**src/rtl/rr_priority_encoder.sv**
```systemverilog
// Registered N-input priority encoder with fixed or round-robin priority and a
// valid/ready output stage that holds each grant until the consumer accepts it.
module rr_priority_encoder #(
    parameter int N = 8,
    localparam int IDX_W = (N > 1) ? $clog2(N) : 1
) (
    input  logic             clk,
    input  logic             rst,
    input  logic [N-1:0]     req,
    input  logic             mode,
    input  logic             out_ready,
    output logic             out_valid,
    output logic [IDX_W-1:0] idx,
    output logic [N-1:0]     onehot,
    output logic             any
);

    typedef enum logic [0:0] {IDLE = 1'b0, HOLD = 1'b1} state_t;

    state_t           state_r;
    state_t           state_s;
    logic [IDX_W-1:0] ptr_r;
    logic [IDX_W-1:0] ptr_s;
    logic             valid_r;
    logic             valid_s;
    logic [IDX_W-1:0] idx_r;
    logic [IDX_W-1:0] idx_s;
    logic [N-1:0]     onehot_r;
    logic [N-1:0]     onehot_s;
    logic [IDX_W-1:0] start_s;
    logic [IDX_W-1:0] winner_s;

    // Descending search beginning just below start, wrapping modulo N; start itself is checked last.
    function automatic logic [IDX_W-1:0] find_winner(input logic [N-1:0] r,
                                                     input logic [IDX_W-1:0] start);
        logic [IDX_W-1:0] win;
        logic [IDX_W-1:0] jw;
        logic             found;
        int               j;
        win   = '0;
        found = 1'b0;
        for (int k = 1; k <= N; k++) begin
            j  = (int'(start) + N - k) % N;
            jw = IDX_W'(j);
            if (!found && r[jw]) begin
                win   = jw;
                found = 1'b1;
            end else begin
                found = found;
            end
        end
        return win;
    endfunction

    // Winner selection; a start of 0 makes the search begin at N-1, i.e. fixed priority.
    always_comb begin
        start_s  = mode ? ptr_r : {IDX_W{1'b0}};
        winner_s = find_winner(req, start_s);
    end

    // Next-state and next-output logic for the IDLE/HOLD handshake.
    always_comb begin
        state_s  = state_r;
        ptr_s    = ptr_r;
        valid_s  = valid_r;
        idx_s    = idx_r;
        onehot_s = onehot_r;
        case (state_r)
            IDLE: begin
                if (|req) begin
                    idx_s    = winner_s;
                    onehot_s = {{(N-1){1'b0}}, 1'b1} << winner_s;
                    valid_s  = 1'b1;
                    state_s  = HOLD;
                end else begin
                    valid_s  = 1'b0;
                    onehot_s = {N{1'b0}};
                end
            end
            HOLD: begin
                // Accept: idx is deliberately kept so the consumer can still read it during the bubble.
                if (valid_r && out_ready) begin
                    valid_s  = 1'b0;
                    onehot_s = {N{1'b0}};
                    ptr_s    = idx_r;
                    state_s  = IDLE;
                end else begin
                    state_s  = HOLD;
                end
            end
            default: begin
                valid_s  = 1'b0;
                onehot_s = {N{1'b0}};
                state_s  = IDLE;
            end
        endcase
    end

    // State, pointer and output registers with synchronous reset.
    always_ff @(posedge clk) begin
        if (rst) begin
            state_r  <= IDLE;
            ptr_r    <= {IDX_W{1'b0}};
            valid_r  <= 1'b0;
            idx_r    <= {IDX_W{1'b0}};
            onehot_r <= {N{1'b0}};
        end else begin
            state_r  <= state_s;
            ptr_r    <= ptr_s;
            valid_r  <= valid_s;
            idx_r    <= idx_s;
            onehot_r <= onehot_s;
        end
    end

    assign out_valid = valid_r;
    assign idx       = idx_r;
    assign onehot    = onehot_r;
    assign any       = |req;

endmodule

```
**config.mk**
```make
export PLATFORM = sky130hd
export DESIGN_NAME = rr_priority_encoder
export DESIGN_NICKNAME = d
export VERILOG_FILES = /design/src/rtl/rr_priority_encoder.sv
export SDC_FILE = /design/constraint.sdc
export NUM_CORES = 1
export LEC_CHECK = 0
export CORE_ASPECT_RATIO = 1.1
export CORE_MARGIN = 5
export CORE_UTILIZATION = 64
export CTS_CLUSTER_DIAMETER = 50
export CTS_CLUSTER_SIZE = 10
export DETAILED_ROUTE_END_ITERATION = 6
export DONT_BUFFER_PORTS = 1
export GPL_TIMING_DRIVEN = 0
export MAX_ROUTING_LAYER = met4
export PLACE_DENSITY = 0.8
export SETUP_SLACK_MARGIN = 0.3
export SLEW_MARGIN = 25
export SYNTH_ARGS = -nofsm -noshare
export SYNTH_HDL_FRONTEND = slang
export SYNTH_SLANG_ARGS = --single-unit
export TNS_END_PERCENT = 5
```
**constraint.sdc**
```tcl
create_clock -name clk -period 3.5 [get_ports clk]
set_input_delay 0.875 -clock clk [delete_from_list [all_inputs] [get_ports clk]]
set_output_delay 0.875 -clock clk [all_outputs]
set_load 0.02 [all_outputs]
```
==> results.sh <==
export IMPL_synth_nets=203
export IMPL_antenna_found_initial=0
export IMPL_status="completed"
export IMPL_wl_per_cell_um=19.56
export IMPL_ys_flop_type="dfxtp_1"
export IMPL_clockRootBuffer="clkbuf_4"
export IMPL_slowest_delay_ns=0.39
export IMPL_hpwl_um=3344
export IMPL_drive_above_1_share=0.2205
export IMPL_drt_iter0_drc=82
export IMPL_clk_pin_slew_ns=0.09
export IMPL_setup_viol_count_final=0
export IMPL_crit_path_end_kind="register"
export IMPL_ios=25
export IMPL_synth_cell_area_um2=1657
export IMPL_htreeDepth=1
export IMPL_nFillCells=204
export IMPL_track_usage=0.2498
export IMPL_hold_path_class="reg2reg"
export IMPL_rsz0062_at_grt="true"
export IMPL_die_area_um2=3707
export IMPL_grt_pass1_wl_um=7141
export IMPL_port_buffers=0
export IMPL_crit_slowest_cell="mux4_2"
export IMPL_placed_cell_area_um2=1699
export IMPL_p_leak_nw=0.6816
export IMPL_viasPerCell=7.173
export IMPL_synth_top_area_cell="dfxtp_1"
export IMPL_start_kind="input port"
export IMPL_power_density_nw_per_um2=267.6
export IMPL_drcViolationCount=0
export IMPL_worstHoldStart="onehot[2]"
export IMPL_crit_fanout=9
export IMPL_finalHoldViolCount=0
export IMPL_syn_area_per_cell_um2=8.719
export IMPL_hold_ws_ns=0.5593
export IMPL_yosys_area_top_type_share=0.1934
export IMPL_seq_area_frac_synth=0.1934
export IMPL_core_area_um2=2496
export IMPL_first_pass_iters=4
export IMPL_totalWireLength_um=4420
export IMPL_path_class="in2reg"
export IMPL_fin_crit_sh=0.9135
export IMPL_synth_cell_types=62
export IMPL_drv_slew=0
export IMPL_synth_adder_area_share=0.007553
export IMPL_finClkSkew_ns=0.003187
export IMPL_ys_ff_latch=16
export IMPL_synth_compound_area_frac=0.3195
export IMPL_grt_pass1_vias=1493
export IMPL_ir_worst_vdd_mv=0.2844
export IMPL_setup_tns_ns=0
export IMPL_yosys_warnings=0
export IMPL_required_ns=3.73
export IMPL_dieHeight_um=63.36
export IMPL_layout_nets=209
export IMPL_crit_family="simple AND/OR/NAND/NOR gates"
export IMPL_clk_latency_ns=0.29
export IMPL_syn_to_final_growth_pct=6.798
export IMPL_initial_core_util=0.6637
export IMPL_diodes=0
export IMPL_ant_nets=0
export IMPL_clockBufferDepth=2
export IMPL_rows=19
export IMPL_power_uw=473.5
export IMPL_max_slew_margin=0.3226
export IMPL_synth_edf_count=0
export IMPL_yosys_area_share_simple=0.2492
export IMPL_cts_tree="built"
export IMPL_max_freq_mhz=312.8
export IMPL_timing_rr_start="ptr_r[1]"
export IMPL_maxCapViolations=0
export IMPL_grt_max_degree=11
export IMPL_synth_mux_area_frac=0.1631
export IMPL_fin_crit_ns=3.197
export IMPL_crit_buf_inv=3
export IMPL_startpoint="mode"
export IMPL_grt_overflow=0
export IMPL_worstPathArrival_ns=3.43
export IMPL_stdcell_area_um2=1769
export IMPL_vias=1621
export IMPL_clkSinkCount=16
export IMPL_synth_xor_area_frac=0.01586
export IMPL_cts_hold_buf=0
export IMPL_synthArstFlopShare=0
export IMPL_gp_congestion=0.9255
export IMPL_die_x_um=58.51
export IMPL_netlist_instances=190
export IMPL_synth_top_family_by_area="compound AO/OA/AOI/OAI gates"
export IMPL_cts_buffers=3
export IMPL_tightest_slew_ns=1.010
export IMPL_crit_chain="inv_1, nor2_4, inv_2, ha_1, clkbuf_4, mux4_2, and3b_4, a221oi_2, o32ai_4, or3_1, o21ai_1"
export IMPL_synth_area_leaders="dfxtp_1 (19%), mux4_2 (8.2%), mux2i_1 (5.4%)"
-- kinds of logic (layout without fill, tap and decap cells) --
logic type / count (synthesis) / count (layout)
AOI/OAI and AO/OA: 63 / 63
DFF: 16 / 16
muxes: 19 / 19
adders and majority gates: 1 / 1
xor gates and xnor gates: 3 / 3
buffers and inverters: 14 / 19
and+or+nand+nor: 74 / 74
-- repair_timing --
action                                  in CTS  in global routing
gates resized for setup                      0                  3
endpoints found under the setup margin       0                  8
buffers inserted                             0                  1
-- cell usage after synthesis, types with 3 or more instances --
cell,count
nor3_1,4
mux4_2,6
a21oi_1,8
or2_2,4
nand2b_1,4
nand3_1,7
mux2_2,3
nand2_1,17
a211oi_1,6
buf_6,4
nand4b_1,3
a32o_1,4
a21boi_1,3
o31ai_1,3
nand3b_1,3
mux2i_1,9
inv_1,4
and3_1,5
nor2_1,14
a211o_1,4
dfxtp_1,16
and2_1,3
-- layout by cell type, fill, tap and decap left out, types with 4 or more instances in the layout --
master    Yosys  routed
a211oi_1      6       6
mux2i_1       9       9
clkbuf_4      0       4
nor2_1       14      14
a211o_1       4       4
nor3_1        4       4
dfxtp_1      16      16
or2_2         4       4
nand2_1      17      17
inv_1         4       4
a21oi_1       8       8
mux4_2        6       6
nand3_1       7       7
and3_1        5       5
a32o_1        4       4
buf_6         4       4
nand2b_1      4       4
-- worst min-delay path, delay by kind of cell (launching register included) --
kind	cells	cell delay (ns)
and+or+nand+nor	1	0.08
DFF	1	0.38
AOI/OAI and AO/OA	1	0.05
-- path summary, 6_finish.rpt --
path,to,slack (ns),cells past startpoint
worst max-delay path,onehot[0],0.30,11
worst min-delay path,onehot[2],0.56,2
worst max register to register,onehot[0],0.45,11
worst min register to register,onehot[2],0.56,2
-- through the flow --
step,std cells,setup slack [ns],utilization
final,226,0.3029,0.7088
after global routing,226,0.1663,0.7088
after CTS,225,0.3623,0.6952
after detailed placement,221,0.04772,0.6807
after global placement,221,0.08443,0.6807
after floorplan,190,0.3151,-
-- power breakdown --
part	switching, mW	internal, mW	total [mW]
logic	0.0783	0.0619	0.140
clock network	0.0575	0.0635	0.121
registers	0.0199	0.192	0.212
-- final cells by class --
class,instances,area [um2],area share
Tap cell,31,38.79,0.02192
Clock buffer,4,36.28,0.02051
Multi-Input combinational cell,160,1277,0.7221
Buffer,8,66.31,0.03748
Inverter,6,22.52,0.01273
Sequential cell,16,320.3,0.1810
Timing Repair Buffer,1,7.507,0.004243
-- registers in the layout (all words and copies together), names as in the netlist --
name	count
state_r	1
ptr_r	3
onehot	8
out_valid	1
idx	3
-- per-layer routing --
metal | global-route usage | up-vias | share of wire
li1 | - | 764 | -
met1 | 0.3026 | 772 | 0.41
met2 | 0.4092 | 76 | 0.50
met3 | 0.03061 | 9 | 0.063
met4 | 0.1072 | 0 | 0.024
met5 | - | - | 0
No activity file was read; power rests on OpenSTA's default activity.
